### config.mk
export PLATFORM = sky130hd
export DESIGN_NAME = bus_arb2
export DESIGN_NICKNAME = d
export VERILOG_FILES = /design/src/rtl/bus_arb2.sv
export SDC_FILE = /design/constraint.sdc
export NUM_CORES = 1
export LEC_CHECK = 0
export ABC_AREA = 1
export BUFFER_PORTS_ARGS = -buffer_cell sky130_fd_sc_hd__buf_2
export CELL_PAD_IN_SITES_DETAIL_PLACEMENT = 1
export CELL_PAD_IN_SITES_GLOBAL_PLACEMENT = 2
export CORE_MARGIN = 5
export CORE_UTILIZATION = 12
export CTS_BUF_LIST = sky130_fd_sc_hd__clkbuf_4 sky130_fd_sc_hd__clkbuf_8
export CTS_CLUSTER_DIAMETER = 150
export CTS_CLUSTER_SIZE = 10
export DETAILED_ROUTE_END_ITERATION = 16
export GPL_ROUTABILITY_DRIVEN = 1
export MAX_ROUTING_LAYER = met4
export PLACE_DENSITY = 0.95
export SYNTH_ARGS = -nofsm -noshare
export SYNTH_HDL_FRONTEND = slang
export SYNTH_SLANG_ARGS = --single-unit
export TNS_END_PERCENT = 10
### constraint.sdc
create_clock -name clk_i -period 1.57 [get_ports clk_i]
set_input_delay 0.0785 -clock clk_i [delete_from_list [all_inputs] [get_ports clk_i]]
set_output_delay 0.0785 -clock clk_i [all_outputs]
set_load 0.1 [all_outputs]
### src/rtl/bus_arb2.sv
// bus_arb2 -- two-master to one-slave bus arbiter with hold-off release (hrd) and drain on owner drop.
// Rev 1.0
`default_nettype none

module bus_arb2 #(
  parameter bit          RR       = 1'b1,
  parameter int unsigned MIN_HOLD = 4
) (
  input  logic        clk_i,
  input  logic        rst_ni,
  input  logic        m0_req_i,
  output logic        m0_gnt_o,
  output logic        m0_hrd_o,
  input  logic [31:0] m0_a_i,
  input  logic [31:0] m0_d_i,
  input  logic        m0_we_i,
  input  logic        m0_rd_i,
  output logic [31:0] m0_spo_o,
  output logic        m0_ready_o,
  input  logic        m1_req_i,
  output logic        m1_gnt_o,
  output logic        m1_hrd_o,
  input  logic [31:0] m1_a_i,
  input  logic [31:0] m1_d_i,
  input  logic        m1_we_i,
  input  logic        m1_rd_i,
  output logic [31:0] m1_spo_o,
  output logic        m1_ready_o,
  output logic [31:0] s_a_o,
  output logic [31:0] s_d_o,
  output logic        s_we_o,
  output logic        s_rd_o,
  input  logic [31:0] s_spo_i,
  input  logic        s_ready_i
);

  localparam logic [7:0] HOLD_THR = 8'(MIN_HOLD - 1);

  typedef enum logic [1:0] {
    IDLE  = 2'd0,
    GRANT = 2'd1,
    DRAIN = 2'd2
  } state_e;

  state_e      state_q, state_d;
  logic        owner_q, owner_d;
  logic        last_q, last_d;
  logic        outst_q, outst_d;
  logic [7:0]  hold_q, hold_d;

  logic        in_grant;
  logic        own_req, oth_req, own_rd, own_we;
  logic [31:0] own_a, own_d;
  logic        busy, rdy_ok, hold_ok;

  always_comb begin
    own_req = owner_q ? m1_req_i : m0_req_i;
    oth_req = owner_q ? m0_req_i : m1_req_i;
    own_rd  = owner_q ? m1_rd_i  : m0_rd_i;
    own_we  = owner_q ? m1_we_i  : m0_we_i;
    own_a   = owner_q ? m1_a_i   : m0_a_i;
    own_d   = owner_q ? m1_d_i   : m0_d_i;
  end

  assign in_grant = (state_q == GRANT);

  // Only the owner reaches the slave; non-owner strobes are simply lost.
  assign s_rd_o = in_grant & own_rd;
  assign s_we_o = in_grant & own_we;
  assign s_a_o  = in_grant ? own_a : '0;
  assign s_d_o  = in_grant ? own_d : '0;

  assign busy    = outst_q | s_rd_o | s_we_o;
  assign outst_d = busy & ~s_ready_i;
  assign rdy_ok  = s_ready_i & busy & (state_q != IDLE);
  assign hold_ok = (hold_q >= HOLD_THR);

  assign m0_gnt_o   = in_grant & ~owner_q;
  assign m1_gnt_o   = in_grant &  owner_q;
  assign m0_hrd_o   = m0_gnt_o & m1_req_i & hold_ok;
  assign m1_hrd_o   = m1_gnt_o & m0_req_i & hold_ok;
  assign m0_ready_o = rdy_ok & ~owner_q;
  assign m1_ready_o = rdy_ok &  owner_q;
  assign m0_spo_o   = owner_q ? '0 : s_spo_i;
  assign m1_spo_o   = owner_q ? s_spo_i : '0;

  always_comb begin
    state_d = state_q;
    owner_d = owner_q;
    last_d  = last_q;
    hold_d  = hold_q;
    case (state_q)
      IDLE: begin
        if (m0_req_i | m1_req_i) begin
          state_d = GRANT;
          hold_d  = '0;
          if (m0_req_i & m1_req_i) owner_d = RR ? ~last_q : 1'b0;
          else                     owner_d = m1_req_i;
        end
      end
      GRANT: begin
        if (own_req) begin
          if (hold_q != 8'hFF) hold_d = hold_q + 8'd1;
        end else begin
          last_d = owner_q;
          hold_d = '0;
          // Owner cannot change while the slave still owes a completion.
          if (outst_d)      state_d = DRAIN;
          else if (oth_req) owner_d = ~owner_q;
          else              state_d = IDLE;
        end
      end
      DRAIN: begin
        if (s_ready_i) state_d = IDLE;
      end
      default: state_d = IDLE;
    endcase
  end

  always_ff @(posedge clk_i or negedge rst_ni) begin
    if (!rst_ni) begin
      state_q <= IDLE;
      owner_q <= 1'b0;
      last_q  <= 1'b1;
      outst_q <= 1'b0;
      hold_q  <= '0;
    end else begin
      state_q <= state_d;
      owner_q <= owner_d;
      last_q  <= last_d;
      outst_q <= outst_d;
      hold_q  <= hold_d;
    end
  end

endmodule

`default_nettype wire

==> Word-level counts from Yosys, hierarchy flattened <==
Cells that the tools add are included.
{ "totals": {"reg_bits": 13, "inputBits": 169, "output_inout_bits": 136, "wordCells": 71} }
{ "classes": {"add_sub_neg": 1, "order_cmp": 1, "n_eq_ne": 10, "mux": 26, "bitwise_logic": 21, "n_reduce_logical": 7} }
{ "ops": {"columns": ["cell", "n"], "rows": [
  ["32-bit 2-to-1 mux", 6],
  ["8-bit 2-to-1 mux", 3],
  ["8-bit one-hot mux with 2 select lines", 1],
  ["1-bit AND", 14],
  ["2-bit 2-to-1 mux", 5],
  ["1-bit 2-to-1 mux", 9],
  ["8-bit by 1-bit adder with 8-bit output (second input constant)", 1],
  ["8-bit by 2-bit greater-or-equal comparator with 1-bit output (second input constant)", 1],
  ["2-bit inequality test (second input constant)", 4],
  ["8-bit inequality test (second input constant)", 1],
  ["2-bit one-hot mux with 3 select lines", 1],
  ["5-bit AND reduction", 1],
  ["1-bit NOT", 4],
  ["4-bit AND reduction", 1],
  ["2-bit nonzero test", 2],
  ["3-bit by 2-bit inequality test with 1-bit output (second input constant)", 1],
  ["3-bit inequality test (second input constant)", 1],
  ["1-bit OR", 3],
  ["3-bit AND reduction", 1],
  ["2-bit by 1-bit == test with 1-bit output (second input constant)", 1],
  ["2-bit == test (second input constant)", 1],
  ["2-bit zero test", 1],
  ["2-bit by 1-bit inequality test with 1-bit output (second input constant)", 1],
  ["1-bit one-hot mux with 2 select lines", 1],
  ["2-bit AND reduction", 1]
]} }

==> Logic depth before layout (Yosys ltp) <==
Gate-level depths: netlist (run 1).
{ "logic_depth": {"depth_word": 8, "mapped_depth": 11, "mapped_depth_nobuf": 10} }

==> Worst setup path before layout (run 1) <==
OpenSTA, ideal clock, no wires.
{ "synth_path": {"path_kind": "register to output", "startpoint": "reg state_q[1]", "endpoint": "out m0_hrd_o", "arrival_ps": 2973, "required_time_ps": 1492, "setup_slack_ps": -1482, "stages_incl_launch_ff": 7, "path_buffers": 1, "cell_sequence": "dfrtp_1 > nor2_4 > inv_2 > nor2_2 > buf_4 > inv_1 > nor3_1"} }
{ "synth_between": {"elab_chain_cells": 4} }
{ "synth_lines": {"columns": ["item", "line", "source"], "rows": [
  ["from (decl)", "45", "state_e state_q, state_d;"],
  ["from (signal assigned)", "128", "state_q <= state_d;"],
  ["2-bit by 1-bit == test with 1-bit output", "65", "assign in_grant = (state_q == GRANT);"],
  ["1-bit AND", "78", "assign m0_gnt_o = in_grant & ~owner_q;"],
  ["1-bit AND (2 in a row)", "80", "assign m0_hrd_o = m0_gnt_o & m1_req_i & hold_ok;"],
  ["to (decl)", "13", "output logic m0_hrd_o,"]
]} }
No other way between the ends.

==> Final worst setup path (run 1) <==
{ "layout_path": {"startpoint": "reg state_q[1]", "endpoint": "out s_d_o[3]"} }
{ "layout_between": {"elab_chain_cells": 2} }
{ "layout_lines": {"columns": ["item", "line", "source"], "rows": [
  ["2-bit by 1-bit == test with 1-bit output", "65", null],
  ["32-bit 2-to-1 mux", "71", "assign s_d_o = in_grant ? own_d : '0;"],
  ["to (decl)", "30", "output logic [31:0] s_d_o,"]
]} }
No other way between the ends.

==> results of run 1 <==
[Yosys cell counts (all sizes together)]
| cell | count | area share (%) |
|---|---|---|
| a21oi | 2 | 0.48 |
| or2 | 1 | 0.30 |
| nand4 | 3 | 0.90 |
| o21bai | 1 | 0.54 |
| o21ai | 16 | 3.8 |
| nand2 | 72 | 13 |
| nor2 | 49 | 9.6 |
| nor3 | 4 | 1.2 |
| and2 | 1 | 0.30 |
| dfstp | 1 | 1.3 |
| buf | 21 | 6.8 |
| clkbuf | 2 | 0.36 |
| nand3 | 13 | 3.1 |
| ha | 1 | 0.60 |
| inv | 88 | 16 |
| nor3b | 1 | 0.36 |
| nor4 | 1 | 0.30 |
| a22o | 64 | 27 |
| dfrtp | 12 | 14 |
[stage by stage]
stage	setup slack (ns)	area [um^2]	TNS, ns	hold WS (ns)
finish	-0.202	6790	-15.37	0.226
global placement	0.0431	6310	0	-0.00979
CTS	-0.227	6470	-15.77	0.209
detailed placement	-0.00367	6310	-0.00367	-0.000677
global route	-0.284	6790	-25.01	0.277
floorplan	-0.280	2360	-12.77	-0.217
[kinds of logic (layout without fill, tap and decap cells)]
kind of cell / Yosys count / in the layout / share of synthesized area [%]
AO/OA/AOI/OAI: 83 / 83 / 31.7
adder cells (fa/ha/maj): 1 / 1 / 0.599
buffers and inverters: 111 / 435 / 22.9
other: 0 / 4 / 0
AND/OR/NAND/NOR: 145 / 145 / 29.2
flip-flops: 13 / 13 / 15.6
[area by class of cell]
cell class | count | area, um^2 | area share (%)
multi-input combinational | 229 | 1780 | 26.2
timing repair buffer | 343 | 4010 | 59.0
tap | 225 | 282 | 4.14
clock buffer | 4 | 48.8 | 0.718
inverter | 88 | 335 | 4.94
antenna | 4 | 10.0 | 0.147
sequential | 13 | 330 | 4.86
[sequential cells by signal (all words and copies together), names as in the netlist]
register  flops
hold_q        8
state_q       2
outst_q       1
owner_q       1
last_q        1
[cells in the final DEF (no fill, tap or decap), drive strengths merged]
master,instances
nor3,4
buf,340
dfrtp,12
a21oi,2
nor2,49
nand4,3
or2,1
nand2,72
dfstp,1
nor3b,1
diode,4
o21bai,1
and2,1
ha,1
inv,88
o21ai,16
dlygate4sd3,1
nand3,13
a22o,64
clkbuf,6
nor4,1
[how the worst max path moves through the flow]
stage	from	endpoint	slack, ns
final	state_q[1]	s_d_o[3]	-0.20
after global routing	state_q[1]	s_d_o[3]	-0.28
after CTS	state_q[1]	s_d_o[0]	-0.23
after detailed placement	state_q[0]	s_a_o[8]	-0.004
after global placement	state_q[0]	s_d_o[0]	0.04
after floorplan	state_q[1]	s_a_o[10]	-0.28
[worst max-delay path, delay by kind of cell, from the launching register on]
family / cells / cell delay, ns
and+or+nand+nor: 2 / 0.28
buffers and inverters: 4 / 0.54
DFF: 1 / 0.42
AOI/OAI and AO/OA: 1 / 0.19
[metal layers]
layer	GRT usage, %	vias to the layer above
li1	-	1793
met1	15.1	1759
met2	27.2	213
met3	4.20	12
met4	2.83	0
met5	-	-
[repair_timing]
| item | 4_1_cts | 5_1_grt |
|---|---|---|
| pin swaps | 1 | 6 |
| buffers inserted | 3 | 8 |
| resized for setup | 18 | 32 |
| gates cloned | 0 | 4 |
| endpoints found under the setup margin | 114 | 131 |
| hold endpoints to repair | 12 | 0 |
| hold buffers | 1 | 0 |
==> qor.csv, run 1 <==
stage,metric,value,unit
yosys,ys_ff_latch,13,
critical_path,startpoint_type,flip-flop,
placed_design,hpwl,13600,um
sta,period_minus_slack,1.77,ns
yosys,synth_cell_type_count,27,
clock_tree,cts_buffers,3,
clock_tree,clk_latency,0.24,ns
clock_tree,htreeDepth,1,
cells_and_area,nNetsFinal,848,
sta,tightestPinTransition,0.330,ns
critical_path,end_kind,primary output,
cells_and_area,final_util,39.6,%
critical_path,worstPathRequired,1.49,ns
critical_path,crit_arrival,1.69,ns
sta,final_max_slew_viol_count,0,
floorplan,die_h,142,um
job,maxCapViolCount,0,
yosys,ys_seq_area_share,15.6,%
detailed_routing,dr.pass1.iters,4,
detailed_routing,routedWlPerCell,17.8,um
critical_path,slowest_delay,0.42,ns
global_routing,grt-ovfl-total,0,
detailed_routing,via_per_inst,4.17,
critical_path,r2r_slack,0.04,ns
clock_tree,clk_pin_slew_worst_paths,0.06,ns
global_routing,antenna_found_initial,4,
cells_and_area,final_cells,906,
clock_tree,cts_tree,yes,
run_status,failed_checks,negative setup slack,
cells_and_area,fillCellCount,1963,
worst_hold_path,worstHoldPathCells,4,
run_status,status,"finished, violations left",
critical_path,worst-r2r-cell-count,8,
floorplan,coreArea,17200,um^2
yosys,synth_area_per_cell,5.92,um^2
critical_path,path_cells,nor2_4 -> inv_2 -> nor2_4 -> buf_6 -> buf_12 -> a22o_2 -> buf_12,
yosys,netlist_area,2090,um^2
detailed_routing,top_layer_used,met4,
global_routing,track_usage,14.5,%
critical_path,cpMaxStageDelayCell,dfrtp_1,
detailed_routing,vias,3777,
sta,grt_setup_unrepaired,true,
placed_design,io_buffer_count,304,
floorplan,die_w,142,um
critical_path,path_max_fanout,13,
sta,setup_ws,-0.202,ns
detailed_routing,wl,16100,um
sta,skew,0.00409,ns
worst_hold_path,worst_hold_path_type,in -> reg,
critical_path,r2r-end,hold_q[5],
sta,hold_viol,0,
floorplan,io_pins,305,
placed_design,gp_congestion,0.804,
sta,fin_crit_sh,113,%
sta,clock.fmax,0.564,GHz
clock_tree,cts_buffer_depth,2,
sta,relSlewSlack,78.0,%
floorplan,dieArea,20200,um^2
cells_and_area,area_growth,225,%
critical_path,r2r-start,owner_q,
yosys,synthesis.instances,353,
detailed_routing,route.met3.wl,1430,um
yosys,yosys_warnings,0,
worst_hold_path,min-delay-start,s_ready_i,
global_routing,grt_pass1_vias,4133,
placed_design,placed_cells,882,
global_routing,grt_pass1_wl,22500,um
clock_tree,cts-root-buf,clkbuf_8,
critical_path,path_class,reg -> out,
detailed_routing,drc,0,
sta,setup_viol,110,
clock_tree,cts_num_sinks,13,
detailed_routing,wl_met1,5670,um
yosys,syn_nets,523,
floorplan,start_util,12.2,%
detailed_routing,ant_nets,0,
worst_hold_path,hold_end,outst_q,
global_routing,grt_max_degree,52,
cells_and_area,drive_gt1_share,69.4,%
detailed_routing,drt_iter0_drc,49,
detailed_routing,wl_met2,8810,um
floorplan,rows,48,
Power of run 1 is left out: the tool's default activity adds up to more than one toggle a clock period on the data nets, which glitch-free logic cannot reach.
==> run 2: changes to the inputs <==
--- a/config.mk
+++ b/config.mk
@@ -10,7 +10,7 @@
 export CELL_PAD_IN_SITES_DETAIL_PLACEMENT = 1
 export CELL_PAD_IN_SITES_GLOBAL_PLACEMENT = 2
 export CORE_MARGIN = 5
-export CORE_UTILIZATION = 12
+export CORE_UTILIZATION = 13
 export CTS_BUF_LIST = sky130_fd_sc_hd__clkbuf_4 sky130_fd_sc_hd__clkbuf_8
 export CTS_CLUSTER_DIAMETER = 150
 export CTS_CLUSTER_SIZE = 10
==> constraint.sdc (replaced) <==
create_clock -name clk_i -period 2.1 [get_ports clk_i]
set_input_delay 0.105 -clock clk_i [delete_from_list [all_inputs] [get_ports clk_i]]
set_output_delay 0.105 -clock clk_i [all_outputs]
set_load 0.1 [all_outputs]
==> qor.csv, run 2 (synthesis gave the netlist of run 1 again) <==
stage,metric,value,unit
sta,tns,0,ns
clock_tree,clk_pin_slew_worst_paths,0.07,ns
job,maxCapViolCount,0,
placed_design,gp_congestion,0.752,
critical_path,crit_arrival,1.86,ns
critical_path,path_class,reg -> out,
detailed_routing,drc,0,
cells_and_area,largest_register,hold_q,
cells_and_area,area_growth,135,%
detailed_routing,routedWlPerCell,17.1,um
cells_and_area,final_cell_mix,"235 x buf_2, 86 x inv_1, 71 x nand2_1, 71 x buf_12, 64 x a22o_1",
sta,relSlewSlack,66.2,%
sta,hold_viol,0,
clock_tree,ctsResizeCount,0,
detailed_routing,via_per_inst,4.11,
cells_and_area,nNetsFinal,815,
floorplan,coreArea,15800,um^2
global_routing,grt_pass1_wl,20300,um
critical_path,path_cells,nor2_4 -> inv_2 -> nor2_4 -> buf_12 -> a22o_1 -> buf_12,
critical_path,path_max_fanout,65,
sta,clock.fmax,0.508,GHz
sta,tightestPinTransition,0.511,ns
placed_design,hpwl,12700,um
detailed_routing,ant_nets,0,
global_routing,grt_pass1_vias,3601,
critical_path,end_kind,primary output,
clock_tree,cts-root-buf,clkbuf_8,
critical_path,worstPathRequired,2.00,ns
floorplan,die_w,137,um
global_routing,grt-ovfl-total,0,
floorplan,io_pins,305,
clock_tree,htreeDepth,1,
cells_and_area,reg_top3,"hold_q (8), state_q (2)",
floorplan,dieArea,18700,um^2
detailed_routing,vias,3539,
floorplan,rows,46,
cells_and_area,largest_register_ffs,8,
global_routing,grt_max_degree,66,
global_routing,track_usage,14.4,%
sta,skew,0.00783,ns
detailed_routing,dr.pass1.iters,4,
clock_tree,clk_latency,0.25,ns
sta,fin_crit_sh,93.8,%
cells_and_area,fillCellCount,2010,
run_status,status,finished clean,
cells_and_area,drive_gt1_share,50.9,%
clock_tree,cts_buffer_depth,2,
sta,grt_setup_unrepaired,false,
critical_path,cpMaxStageDelayCell,dfrtp_1,
worst_hold_path,worst_hold_path_type,in -> reg,
floorplan,die_h,137,um
detailed_routing,drt_iter0_drc,166,
detailed_routing,wl,14700,um
sta,setup_viol,0,
critical_path,startpoint_type,flip-flop,
clock_tree,cts_buffers,3,
sta,period_minus_slack,1.97,ns
clock_tree,cts_num_sinks,13,
cells_and_area,final_common_cell,buf_2,
clock_tree,cts_tree,yes,
global_routing,antenna_found_initial,1,
floorplan,start_util,13.2,%
placed_design,io_buffer_count,304,
critical_path,slowest_delay,0.43,ns
sta,final_max_slew_viol_count,0,
## run 2: final timing paths
check,from,endpoint,slack [ns],cells past startpoint
min in group asynchronous,rst_ni,hold_q[6],0.28,2
worst max register to register,owner_q,hold_q[1],0.46,5
worst max-delay path,state_q[1],s_a_o[20],0.13,6
worst min-delay path,s_ready_i,outst_q,0.17,4
max in group asynchronous,rst_ni,last_q,1.52,2
worst min register to register,state_q[0],state_q[0],0.49,2
## run 2: through the flow
stage | utilization (%) | worst slack [ns] | hold WS, ns | cell area [um^2] | std cells
detailed placement | 30.7 | 0.404 | 0.0243 | 4850 | 855
floorplan | - | -0.192 | -0.191 | 2100 | 353
global placement | 30.7 | 0.419 | 0.0185 | 4850 | 855
CTS | 31.0 | 0.111 | 0.174 | 4910 | 860
global route | 31.0 | 0.0136 | 0.201 | 4910 | 861
finish | 31.0 | 0.131 | 0.174 | 4910 | 861
## run 2: cell type report
type                    instances  area [um^2]  share of cell area, %
inverters                      88          330                   6.73
repair buffers                310         2630                   53.6
diodes                          1         2.50                 0.0510
well taps                     216          270                   5.50
flip-flops and latches         13          328                   6.68
multi-input cells             229         1300                   26.5
clock buffers                   3         41.3                  0.841
clock inverters                 1         5.00                  0.102
## run 2: timing repair
item,CTS,global route
endpoints found under the hold margin,12,0
buffers inserted,0,0
hold buffers,1,0
## run 2: worst max-delay path, delay by kind of cell (launching register included)
| kind | cells | cell delay (ns) |
|---|---|---|
| compound gates | 1 | 0.29 |
| buf+inv | 3 | 0.57 |
| simple gates | 2 | 0.26 |
| flops | 1 | 0.43 |
## run 2: per-layer routing
metal	routed length, um	vias to the layer above	GRT usage, %
li1	-	1710	-
met1	5860	1616	17.1
met2	7400	200	25.8
met3	1270	13	2.57
met4	208	0	2.49
met5	0	-	-
Power of run 2 is left out for the same reason.
==> run 3: changes to the inputs <==
--- a/config.mk
+++ b/config.mk
@@ -10,7 +10,7 @@
 export CELL_PAD_IN_SITES_DETAIL_PLACEMENT = 1
 export CELL_PAD_IN_SITES_GLOBAL_PLACEMENT = 2
 export CORE_MARGIN = 5
-export CORE_UTILIZATION = 13
+export CORE_UTILIZATION = 12
 export CTS_BUF_LIST = sky130_fd_sc_hd__clkbuf_4 sky130_fd_sc_hd__clkbuf_8
 export CTS_CLUSTER_DIAMETER = 150
 export CTS_CLUSTER_SIZE = 10
==> constraint.sdc (replaced) <==
create_clock -name clk_i -period 1.92 [get_ports clk_i]
set_input_delay 0.096 -clock clk_i [delete_from_list [all_inputs] [get_ports clk_i]]
set_output_delay 0.096 -clock clk_i [all_outputs]
set_load 0.1 [all_outputs]
==> qor.csv, run 3 (synthesis gave the netlist of run 1 again) <==
stage,metric,value,unit
run_status,status,finished clean,
cells_and_area,largest_register,hold_q,
critical_path,worstPathRequired,1.82,ns
detailed_routing,drc,0,
sta,setup_viol,0,
critical_path,cpMaxStageDelayCell,dfrtp_2,
cells_and_area,area_growth,163,%
sta,clock.fmax,0.523,GHz
critical_path,end_kind,primary output,
global_routing,grt-ovfl-total,0,
placed_design,gp_congestion,0.803,
clock_tree,cts_tree,yes,
detailed_routing,vias,3598,
sta,skew,0.00299,ns
floorplan,die_w,142,um
cells_and_area,final_cell_mix,"228 x buf_2, 85 x inv_1, 79 x buf_12, 71 x nand2_1, 42 x nor2_1",
clock_tree,clk_latency,0.25,ns
placed_design,io_buffer_count,304,
sta,grt_setup_unrepaired,true,
clock_tree,htreeDepth,1,
worst_hold_path,worst_hold_path_type,in -> reg,
sta,tns,0,ns
critical_path,startpoint_type,flip-flop,
cells_and_area,drive_gt1_share,58.5,%
cells_and_area,fillCellCount,2092,
cells_and_area,final_util,32.0,%
clock_tree,clk_pin_slew_worst_paths,0.06,ns
cells_and_area,largest_register_ffs,8,
critical_path,crit_arrival,1.82,ns
cells_and_area,reg_top3,"hold_q (8), state_q (2)",
detailed_routing,dr.pass1.iters,4,
floorplan,io_pins,305,
global_routing,grt_pass1_vias,3883,
critical_path,slowest_delay,0.44,ns
clock_tree,cts_buffer_depth,2,
detailed_routing,via_per_inst,4.10,
sta,fin_crit_sh,99.5,%
clock_tree,cts_buffers,3,
global_routing,grt_pass1_wl,22200,um
global_routing,track_usage,14.6,%
floorplan,die_h,142,um
sta,period_minus_slack,1.91,ns
global_routing,antenna_found_initial,2,
floorplan,dieArea,20200,um^2
sta,tightestPinTransition,0.557,ns
critical_path,path_cells,nor2_4 -> inv_4 -> nor2_4 -> bufbuf_16 -> a22o_1 -> buf_12,
critical_path,worst_path_most_repeated_cell,nor2_4,
detailed_routing,drt_iter0_drc,77,
global_routing,grt_max_degree,44,
floorplan,start_util,12.2,%
sta,final_max_slew_viol_count,0,
clock_tree,cts-root-buf,clkbuf_8,
sta,relSlewSlack,62.6,%
sta,holdWs,0.167,ns
sta,hold_viol,0,
critical_path,path_max_fanout,16,
detailed_routing,wl,15800,um
critical_path,path_class,reg -> out,
floorplan,coreArea,17200,um^2
floorplan,rows,48,
placed_design,hpwl,13000,um
cells_and_area,nNetsFinal,821,
detailed_routing,routedWlPerCell,18.0,um
detailed_routing,ant_nets,0,
clock_tree,cts_num_sinks,13,
cells_and_area,final_common_cell,buf_2,
job,maxCapViolCount,0,
-- run 3: cell type report --
type / instances / area, um^2 / share of cell area (%)
diodes: 2 / 5.00 / 0.0910
clock buffers: 4 / 48.8 / 0.888
inverters: 88 / 333 / 6.05
multi-input cells: 229 / 1680 / 30.5
flip-flops and latches: 13 / 329 / 5.99
well taps: 225 / 282 / 5.12
repair buffers: 316 / 2830 / 51.4
-- run 3: worst max-delay path, delay by kind of cell (launching register included) --
kind                   cells  cell delay (ns)
and+or+nand+nor            2             0.29
AOI/OAI and AO/OA          1             0.21
DFF                        1             0.44
buffers and inverters      3             0.60
-- run 3: worst paths after layout --
| kind | start | endpoint | slack [ns] | cells after the start |
|---|---|---|---|---|
| min reg2reg | last_q | last_q | 0.50 | 2 |
| max in group asynchronous | rst_ni | last_q | 1.34 | 2 |
| max | state_q[1] | s_a_o[19] | 0.009 | 6 |
| min in group asynchronous | rst_ni | hold_q[7] | 0.28 | 2 |
| min | s_ready_i | outst_q | 0.17 | 4 |
| max reg2reg | hold_q[0] | hold_q[0] | 0.28 | 8 |
-- run 3: stage by stage --
stage               area (um^2)  worst slack (ns)  std cells
finish                     5500           0.00870        877
global route               5500           -0.0880        877
CTS                        5220           -0.0224        876
detailed placement         5000             0.185        867
global placement           5000             0.194        867
floorplan                  2110            -0.363        353
-- run 3: repair_timing --
item | in CTS | in global routing
setup endpoints to repair | 63 | 82
pin swaps | 0 | 2
buffers inserted | 2 | 0
hold endpoints to repair | 12 | 0
resized for setup | 13 | 38
gates cloned | 2 | 0
hold buffers | 1 | 0
-- run 3: per-layer routing --
layer | GRT usage [%] | routed length (um)
met1 | 16.5 | 5890
met2 | 26.8 | 8330
met3 | 2.52 | 1340
met4 | 3.23 | 252
met5 | - | 0
Power of run 3 is left out for the same reason.
